$ cat src/rtl/fb_pixel_serializer_if.sv
// Framebuffer byte stream into the pixel serializer: DIN with valid/ready handshake.
interface fb_pixel_serializer_if;
  logic [7:0] DIN;
  logic       DIN_VALID;
  logic       DIN_READY;

  modport master (output DIN, output DIN_VALID, input DIN_READY);
  modport slave  (input DIN, input DIN_VALID, output DIN_READY);
endinterface

$ cat src/rtl/fb_pixel_serializer.sv
// Pixel-pair serializer: buffers framebuffer bytes in a small FIFO and emits one
// 4-bit pixel per cycle with palette bank, transparency/priority flags and clear-after-scan.
module fb_pixel_serializer #(
  parameter int unsigned FIFO_DEPTH = 4,
  parameter logic [3:0]  TRANSP_NIB = 4'h0,
  parameter logic [3:0]  BEHIND_NIB = 4'h7
) (
  input  logic                        CLK,
  input  logic                        RST,
  input  logic                        BLK,
  input  logic                        nPL,
  fb_pixel_serializer_if.slave        din_if,
  input  logic                        S,
  input  logic                        XF,
  input  logic [4:0]                  PAL,
  input  logic                        CLR_EN,
  output logic [8:0]                  PIX,
  output logic                        PIX_VALID,
  output logic                        PIX_OPAQUE,
  output logic                        PIX_BEHIND,
  output logic                        WB_WE,
  output logic                        UNDERRUN
);

  localparam int unsigned AW = (FIFO_DEPTH > 1) ? $clog2(FIFO_DEPTH) : 1;
  localparam int unsigned CW = $clog2(FIFO_DEPTH + 1);

  typedef enum logic [1:0] {IDLE, PRIME, RUN} state_t;

  state_t          state, state_d;
  logic [7:0]      mem [FIFO_DEPTH];
  logic [AW-1:0]   wr_ptr, rd_ptr;
  logic [CW-1:0]   count;
  logic            phase;
  logic [4:0]      pal_lat;
  logic [7:0]      byte_lat;
  logic            swap_lat;
  logic            under_lat;

  logic            ready, flush, emit1, emit2, pop, push;
  logic            out_valid, out_real;
  logic [7:0]      head;
  logic [3:0]      first_nib, second_nib, out_nib;

  assign ready            = (count < CW'(FIFO_DEPTH));
  assign din_if.DIN_READY = ready;

  always_comb begin
    state_d = state;
    flush   = 1'b0;
    emit1   = 1'b0;
    emit2   = 1'b0;
    if (!nPL) begin
      flush   = 1'b1;
      state_d = PRIME;
    end else begin
      case (state)
        IDLE:  state_d = IDLE;
        PRIME: if (BLK && (count >= CW'(2))) state_d = RUN;
        RUN: begin
          if (!phase) begin
            if (BLK) emit1 = 1'b1;
            else     state_d = IDLE;
          end else begin
            emit2 = 1'b1;
            if (!BLK) state_d = IDLE;
          end
        end
        default: state_d = IDLE;
      endcase
    end

    pop  = emit1 && (count != '0);
    // A full FIFO still accepts a byte in the same cycle a pop frees a slot.
    push = din_if.DIN_VALID && (ready || pop) && !flush;

    head       = mem[rd_ptr];
    first_nib  = (S ^ XF) ? head[3:0] : head[7:4];
    second_nib = swap_lat ? byte_lat[7:4] : byte_lat[3:0];
    out_nib    = emit1 ? first_nib : second_nib;
    out_valid  = emit1 || emit2;
    out_real   = pop || (emit2 && !under_lat);
  end

  always_ff @(posedge CLK) begin
    if (push && !RST) mem[wr_ptr] <= din_if.DIN;
  end

  always_ff @(posedge CLK) begin
    if (RST) begin
      state      <= IDLE;
      wr_ptr     <= '0;
      rd_ptr     <= '0;
      count      <= '0;
      phase      <= 1'b0;
      pal_lat    <= '0;
      byte_lat   <= '0;
      swap_lat   <= 1'b0;
      under_lat  <= 1'b0;
      PIX        <= '0;
      PIX_VALID  <= 1'b0;
      PIX_OPAQUE <= 1'b0;
      PIX_BEHIND <= 1'b0;
      WB_WE      <= 1'b0;
      UNDERRUN   <= 1'b0;
    end else begin
      state <= state_d;
      if (flush) begin
        wr_ptr  <= '0;
        rd_ptr  <= '0;
        count   <= '0;
        phase   <= 1'b0;
        pal_lat <= PAL;
      end else begin
        if (push) wr_ptr <= wr_ptr + AW'(1);
        if (pop)  rd_ptr <= rd_ptr + AW'(1);
        count <= count + CW'(push) - CW'(pop);
        if (emit1)      phase <= 1'b1;
        else if (emit2) phase <= 1'b0;
      end

      if (emit1) begin
        under_lat <= !pop;
        swap_lat  <= S ^ XF;
        if (pop) byte_lat <= head;
      end

      PIX        <= out_real ? {pal_lat, out_nib} : '0;
      PIX_VALID  <= out_valid;
      PIX_OPAQUE <= out_real && (out_nib != TRANSP_NIB);
      PIX_BEHIND <= out_real && (out_nib == BEHIND_NIB);
      WB_WE      <= pop && CLR_EN;
      if (emit1 && !pop) UNDERRUN <= 1'b1;
    end
  end

endmodule

$ cat src/flat_wrapper.sv
// flat-port wrapper written by rule: the top's interface ports become plain ports
module fb_pixel_serializer_flat 
#(
  parameter int unsigned FIFO_DEPTH = 4,
  parameter logic [3:0]  TRANSP_NIB = 4'h0,
  parameter logic [3:0]  BEHIND_NIB = 4'h7
)
  (CLK, RST, BLK, nPL, S, XF, PAL, CLR_EN, PIX, PIX_VALID, PIX_OPAQUE, PIX_BEHIND, WB_WE, UNDERRUN, din_if_DIN, din_if_DIN_VALID, din_if_DIN_READY);
  fb_pixel_serializer_if din_if_i ();
  input  logic CLK;
  input  logic RST;
  input  logic BLK;
  input  logic nPL;
  input  logic S;
  input  logic XF;
  input  logic [4:0] PAL;
  input  logic CLR_EN;
  output logic [8:0] PIX;
  output logic PIX_VALID;
  output logic PIX_OPAQUE;
  output logic PIX_BEHIND;
  output logic WB_WE;
  output logic UNDERRUN;
  input wire logic [$bits(din_if_i.DIN)-1:0] din_if_DIN;
  input wire logic [$bits(din_if_i.DIN_VALID)-1:0] din_if_DIN_VALID;
  output wire logic [$bits(din_if_i.DIN_READY)-1:0] din_if_DIN_READY;
  assign din_if_i.DIN = din_if_DIN;
  assign din_if_i.DIN_VALID = din_if_DIN_VALID;
  assign din_if_DIN_READY = din_if_i.DIN_READY;
  fb_pixel_serializer #(.FIFO_DEPTH(FIFO_DEPTH), .TRANSP_NIB(TRANSP_NIB), .BEHIND_NIB(BEHIND_NIB)) u_core (.CLK(CLK), .RST(RST), .BLK(BLK), .nPL(nPL), .din_if(din_if_i), .S(S), .XF(XF), .PAL(PAL), .CLR_EN(CLR_EN), .PIX(PIX), .PIX_VALID(PIX_VALID), .PIX_OPAQUE(PIX_OPAQUE), .PIX_BEHIND(PIX_BEHIND), .WB_WE(WB_WE), .UNDERRUN(UNDERRUN));
endmodule
$ cat config.mk
export PLATFORM = sky130hd
export DESIGN_NAME = fb_pixel_serializer_flat
export DESIGN_NICKNAME = d
export VERILOG_FILES = /design/src/rtl/fb_pixel_serializer_if.sv /design/src/rtl/fb_pixel_serializer.sv /design/src/flat_wrapper.sv
export SDC_FILE = /design/constraint.sdc
export NUM_CORES = 1
export LEC_CHECK = 0
export CAP_MARGIN = 10
export CORE_MARGIN = 5
export CORE_UTILIZATION = 45
export CTS_CLUSTER_SIZE = 10
export DETAILED_ROUTE_END_ITERATION = 8
export PLACE_DENSITY = 0.73
export SKIP_LAST_GASP = 1
export SLEW_MARGIN = 20
export SYNTH_ARGS = -nofsm -noshare
export SYNTH_HDL_FRONTEND = slang
export SYNTH_SLANG_ARGS = --single-unit
$ cat constraint.sdc
create_clock -name CLK -period 2.55 [get_ports CLK]
set_clock_uncertainty 0.2 [all_clocks]
set_input_delay 0.51 -clock CLK [delete_from_list [all_inputs] [get_ports CLK]]
set_output_delay 0.51 -clock CLK [all_outputs]
set_load 0.1 [all_outputs]
==> impl_metrics.csv, run 1 <==
group,metric,value,unit
timing,min_period_over_period,96.7,%
timing,finalMaxSlewViolations,0,
yosys,async_flop_share,0,%
worst_setup_path,crit_top_cell,"inv_1",
place,gp_congestion,0.767,
floorplanning,initial_utilization,46.4,%
worst_setup_path,crit_path_end_kind,"flop",
worst_setup_path,crit_slowest_cell,"clkdlybuf4s50_1",
floorplanning,dieArea,0.00827,sq mm
final_layout,n_antenna_cell,0,
grt,antenna_found_initial,0,
drt,drt_iter0_markers,45,
worst_setup_path,r2r_cells,8,
worst_hold_path,hold_path_class,"flop to flop",
floorplanning,coreArea,0.00635,sq mm
worst_setup_path,critical_path_buf_inv_count,4,
run_status,status,"finished, final reports clean",
yosys,synth_area_leader_cell,"edfxtp_1",
yosys,synth_cells,232,
worst_setup_path,startpoint,"nPL",
yosys,yosysSeqAreaShare,60.5,%
final_layout,finish.utilization,58.5,%
worst_setup_path,arrival,2.50,ns
drt,detail-route-antenna-nets,0,
grt,grt_max_degree,23,
final_layout,multi_input_area,0.00108,sq mm
grt,track_usage,13.6,%
yosys,post-synth-top-area-fraction,32.6,%
drt,drt_wl_total,5280,microns
place,place_hpwl,3740,microns
yosys,ys_ff_latch,73,
yosys,synth-edff-count,32,
clock_network,htree_levels,3,
final_layout,drive_gt1_share,21.6,%
final_layout,layout.nets,317,
drt,num_vias,1834,
worst_setup_path,start_kind,"primary input",
worst_setup_path,critPathKind,"primary input to flop",
timing,setup_viol,0,
worst_setup_path,reg2reg_from,"u_core.phase",
clock_network,clock_path_buffers,2,
drt,viasPerCell,4.97,
worst_setup_path,crit_end,"u_core.count[1]",
grt,grt_pass1_wl,8740,microns
timing,period_needed,2.46,ns
worst_setup_path,rr_endpoint,"u_core.count[1]",
worst_setup_path,critical_path_required,2.59,ns
timing,tightest_slew,0.446,ns
final_layout,syn_to_final_growth,26.0,%
worst_setup_path,slowest_delay,0.48,ns
job,drv_cap,0,
clock_network,cts_sinks,73,
place,numPortBuffers,35,
yosys,synth_fp_nets,262,
clock_network,cts_buffers,9,
power,total_leakage_power,1.38,nW
yosys,synth_cell_type_count,39,
clock_network,clkLatencyLatePin,0.34,ns
yosys,netlist_top_cells_count,"41 x dfxtp_1, 32 x edfxtp_1, 22 x nor2_1, 19 x nand2_1, 15 x a21oi_1",
clock_network,ctsHoldBuffers,0,
yosys,synth-warning-count,0,
yosys,synth.most_common_cell,"dfxtp_1",
power,pwr_density_cell,619,mW/mm^2
timing,hold_viol,0,
floorplanning,die_y,90.9,microns
grt,grt_pass1_vias,1824,
clock_network,cts_tree,"built",
timing,fmax,406,MHz
clock_network,cts_root_buffer,"clkbuf_8",
yosys,synthFlopType,"dfxtp_1",
drt,first_pass_iters,4,
worst_setup_path,path_cells,"clkdlybuf4s50_1, inv_1, or3_4, clkinv_1, ha_1, inv_1, ha_2, fa_1, and2_1",
timing,worst_slack,0.0854,ns
drt,drc,0,
floorplanning,die_width,90.9,microns
yosys,ys_top_cells_by_area,"edfxtp_1 33%, dfxtp_1 28%, mux2i_1 4.8%",
yosys,avgSynthCellArea,12.7,sq um
drt,wire_per_inst,14.3,microns
timing,rsz0062_at_grt,"no",
floorplanning,rows,29,
clock_network,path_clk_slew,0.07,ns
floorplanning,top_level_ports,36,
yosys,synth_area,0.00295,sq mm
worst_setup_path,ff2ff_setup_slack,0.15,ns
final_layout,seq_area,0.00178,sq mm
power,power.total,2.30,mW
final_layout,n_fill_cell,540,
worst_setup_path,critPathTopFamily,"adder cells",
grt,gr-total-overflow,0,
power,peakVddDrop,0.343,mV
worst_setup_path,cp.depth,9,
timing,relSlewSlack,70.3,%
worst_setup_path,crit_fanout,2,
place,preCtsSetupSlack,-0.347,ns
## layout by cell type, fill, tap and decap left out, drive strengths merged, types with 5 or more instances in the layout
master / netlist / routed
nand2: 20 / 20
and2: 11 / 11
mux2i: 15 / 15
o21ai: 5 / 5
mux2: 8 / 8
nor2: 22 / 22
dfxtp: 41 / 41
clkbuf: 4 / 12
mux4: 6 / 6
ha: 8 / 8
inv: 11 / 12
a21oi: 15 / 15
clkdlybuf4s50: 0 / 19
buf: 4 / 32
edfxtp: 32 / 32
## per-layer routing
layer	global-route usage, %	vias to the layer above	part of all wire [%]
li1	-	923	-
met1	16.8	862	45
met2	21.2	38	48
met3	3.92	11	4.8
met4	7.70	0	2.0
met5	0	-	0
## cell families (layout without fill, tap and decap cells)
| family | after synthesis | in the layout | share of synthesized area, % |
|---|---|---|---|
| simple gates | 73 | 73 | 12.5 |
| xor+xnor | 5 | 5 | 1.74 |
| fa+ha+maj | 9 | 9 | 4.08 |
| mux | 29 | 29 | 13.9 |
| flops | 73 | 73 | 60.5 |
| compound gates | 23 | 23 | 4.20 |
| buf+inv | 20 | 80 | 3.10 |
## worst min path at each step
stage	to	startpoint	slack (ns)	depth (start not counted)
3_5_place_dp	u_core.PIX[8]	u_core.pal_lat[4]	0.24	1
2_1_floorplan	u_core.byte_lat[5]	u_core.byte_lat[5]	0.23	2
4_1_cts	u_core.byte_lat[1]	u_core.byte_lat[1]	0.25	2
5_1_grt	u_core.byte_lat[0]	u_core.byte_lat[0]	0.29	2
3_3_place_gp	u_core.PIX[8]	u_core.pal_lat[4]	0.23	1
6_report	u_core.byte_lat[6]	u_core.byte_lat[6]	0.25	2
## what timing repair did
| action | CTS | global route |
|---|---|---|
| gates resized for setup | 0 | 3 |
| setup buffers | 0 | 1 |
| setup endpoints to repair | 0 | 2 |
## power breakdown
group,internal (mW),switching (mW),total [mW]
combinational,0.0627,0.0471,0.110
clock,0.537,0.416,0.953
sequential,1.23,0.00551,1.24
## per-stage QoR
stage               instance area [sq um]  hold WS, ns  setup TNS, ns  cells
floorplan                            2950        0.228              0    232
global placement                     3480        0.233          -3.05    352
detailed placement                   3480        0.244          -3.72    352
CTS                                  3690        0.254              0    368
global route                         3710        0.286              0    369
finish                               3710        0.254              0    369
## worst min-delay path: cells and delay by family (launching register included)
family | cells | cell delay, ns
DFF | 1 | 0.31
and+or+nand+nor | 1 | 0.05
AOI/OAI and AO/OA | 1 | 0.05
## sequential cells by signal, summed over array words and instances (netlist names), 2 cells and up, named ones only
| signal | cells |
|---|---|
| u_core.pal_lat | 5 |
| u_core.byte_lat | 8 |
| u_core.count | 3 |
| u_core.rd_ptr | 2 |
| u_core.PIX | 9 |
| u_core.mem | 32 |
| u_core.state | 2 |
| u_core.wr_ptr | 2 |
## cell type report
cell class / instances / share of cell area (%)
inverter: 12 / 1.21
multi-input combinational: 139 / 29.1
clock inverter: 4 / 1.31
tap: 77 / 2.60
sequential: 73 / 48.0
clock buffer: 12 / 4.48
timing repair buffer: 52 / 13.3
Note: power is estimated with default switching activity, not from simulation.
==> run 2, diff against run 1 <==
- CORE_UTILIZATION: 45 -> 35
- CTS_CLUSTER_DIAMETER: default -> 80
- PLACE_DENSITY: 0.73 -> 0.6
==> impl_metrics.csv, run 2 (synthesis results as in run 1) <==
group,metric,value,unit
power,combPwrFrac,4.7,%
clock_network,cts_sinks,73,
timing,fmax,406,MHz
clock_network,ctsHoldBuffers,0,
power,peakVddDrop,0.315,mV
clock_network,cts_tree,"built",
worst_setup_path,r2r_cells,8,
worst_setup_path,start_kind,"primary input",
power,power.total,2.28,mW
power,p_seq_share,54.1,%
final_layout,regMostFlops,"u_core.mem",
grt,grt_max_degree,23,
floorplanning,top_level_ports,36,
clock_network,path_clk_slew,0.07,ns
floorplanning,rows,33,
grt,grt_pass1_wl,8470,microns
worst_setup_path,crit_fanout,2,
worst_setup_path,crit_path_end_kind,"flop",
job,drv_cap,0,
worst_setup_path,critPathTopFamily,"adder cells",
timing,min_period_over_period,96.5,%
floorplanning,coreArea,0.00822,sq mm
grt,gr-total-overflow,0,
final_layout,finish.utilization,45.5,%
final_layout,layout.nets,320,
clock_network,htree_levels,3,
grt,use_met2,17.8,%
worst_setup_path,path_cells,"clkdlybuf4s50_1, inv_1, or3_4, clkinv_1, ha_1, inv_1, ha_2, fa_1, and2_1",
final_layout,n_antenna_cell,0,
timing,tightest_slew,0.386,ns
place,place_hpwl,3810,microns
grt,antenna_found_initial,0,
power,pwr_density_cell,611,mW/mm^2
worst_setup_path,crit_top_cell,"inv_1",
final_layout,final_cell_mix,"41 x dfxtp_1, 33 x buf_4, 32 x edfxtp_1",
timing,period_needed,2.46,ns
place,dpl.cell_count,384,
final_layout,largest_reg_flops,32,
power,p_int,1.83,mW
final_layout,layout.cells.non_filler,400,
timing,hold_viol,0,
power,p_sw,0.452,mW
place,gp_congestion,0.762,
timing,setup_viol,0,
drt,drc,0,
clock_network,cts_root_buffer,"clkbuf_8",
final_layout,drive_gt1_share,22.0,%
worst_setup_path,critPathKind,"primary input to flop",
timing,rsz0062_at_grt,"no",
final_layout,n_fill_cell,769,
worst_setup_path,critical_path_required,2.59,ns
worst_setup_path,cp.depth,9,
grt,grt_use_met1,12.9,%
floorplanning,dieArea,0.0104,sq mm
grt,gr-max-usage-layer,"met2",
drt,num_vias,1800,
clock_network,clkLatencyLatePin,0.34,ns
drt,drt_wl_total,5200,microns
clock_network,post_cts_resized,0,
final_layout,multi_input_area,0.00108,sq mm
clock_network,cts_setup_buffers,0,
clock_network,cts_buffers,9,
worst_setup_path,critical_path_buf_inv_count,4,
power,p_clk_share,41.2,%
final_layout,top_regs,"u_core.mem (32), u_core.PIX (9), u_core.byte_lat (8)",
worst_setup_path,slowest_delay,0.49,ns
power,swShare,19.8,%
worst_hold_path,hold_path_class,"flop to flop",
worst_setup_path,crit_slowest_cell,"clkdlybuf4s50_1",
final_layout,seq_area,0.00178,sq mm
drt,drt_iter0_markers,40,
final_layout,final_common_cell,"dfxtp_1",
drt,first_pass_iters,4,
floorplanning,initial_utilization,35.9,%
floorplanning,die_y,102,microns
drt,wire_per_inst,13.0,microns
drt,viasPerCell,4.50,
final_layout,syn_to_final_growth,26.9,%
timing,finalMaxSlewViolations,0,
grt,grt_pass1_vias,1844,
floorplanning,die_width,102,microns
worst_setup_path,arrival,2.50,ns
run_status,status,"finished, final reports clean",
clock_network,clock_path_buffers,2,
grt,track_usage,10.9,%
worst_hold_path,hold_path_depth,2,
drt,detail-route-antenna-nets,0,
place,numPortBuffers,35,
timing,relSlewSlack,74.2,%
power,total_leakage_power,1.39,nW
grt,met3_usage,3.86,%
-- run 2: path summary, 6_finish.rpt --
kind                            from                 end  slack [ns]
setup / recovery                 nPL     u_core.count[1]        0.09
hold / removal    u_core.byte_lat[6]  u_core.byte_lat[6]        0.25
setup reg to reg        u_core.phase     u_core.count[1]        0.19
hold reg to reg   u_core.byte_lat[6]  u_core.byte_lat[6]        0.25
-- run 2: area by class of cell --
class / count / area share, %
flip-flops and latches: 73 / 47.7
multi-input cells: 139 / 28.9
inverters: 12 / 1.20
clock inverters: 7 / 2.28
clock buffers: 9 / 3.31
repair buffers: 55 / 13.1
well taps: 105 / 3.51
-- run 2: per-layer routing --
| metal | vias to the layer above | part of all wire (%) |
|---|---|---|
| met2 | 44 | 48 |
| met3 | 6 | 6.7 |
| met1 | 829 | 45 |
| met5 | - | 0 |
| li1 | 921 | - |
| met4 | 0 | 1.0 |
-- run 2: tightest hold or removal path: stages, from the launching register on --
cell and delay [ns]:
dfxtp_1 0.31, nand2_1 0.05, a21oi_1 0.05
-- run 2: power groups by stage --
stage	Sequential, mW	Combinational (mW)	Clock, mW
after CTS	1.24	0.109	0.970
final	1.24	0.107	0.940
after detailed placement	1.26	0.108	0
after global routing	1.24	0.118	1.01
after global placement	1.26	0.106	0
after floorplan	1.26	0.0480	0
-- run 2: metrics by stage --
stage / area [sq um] / hold WS (ns) / worst slack [ns] / TNS (ns)
after global routing: 3740 / 0.263 / 0.0106 / 0
after CTS: 3730 / 0.254 / 0.0258 / 0
after floorplan: 2950 / 0.228 / 0.0378 / 0
final: 3740 / 0.252 / 0.0891 / 0
after detailed placement: 3520 / 0.239 / -0.340 / -4.19
after global placement: 3520 / 0.233 / -0.303 / -2.84
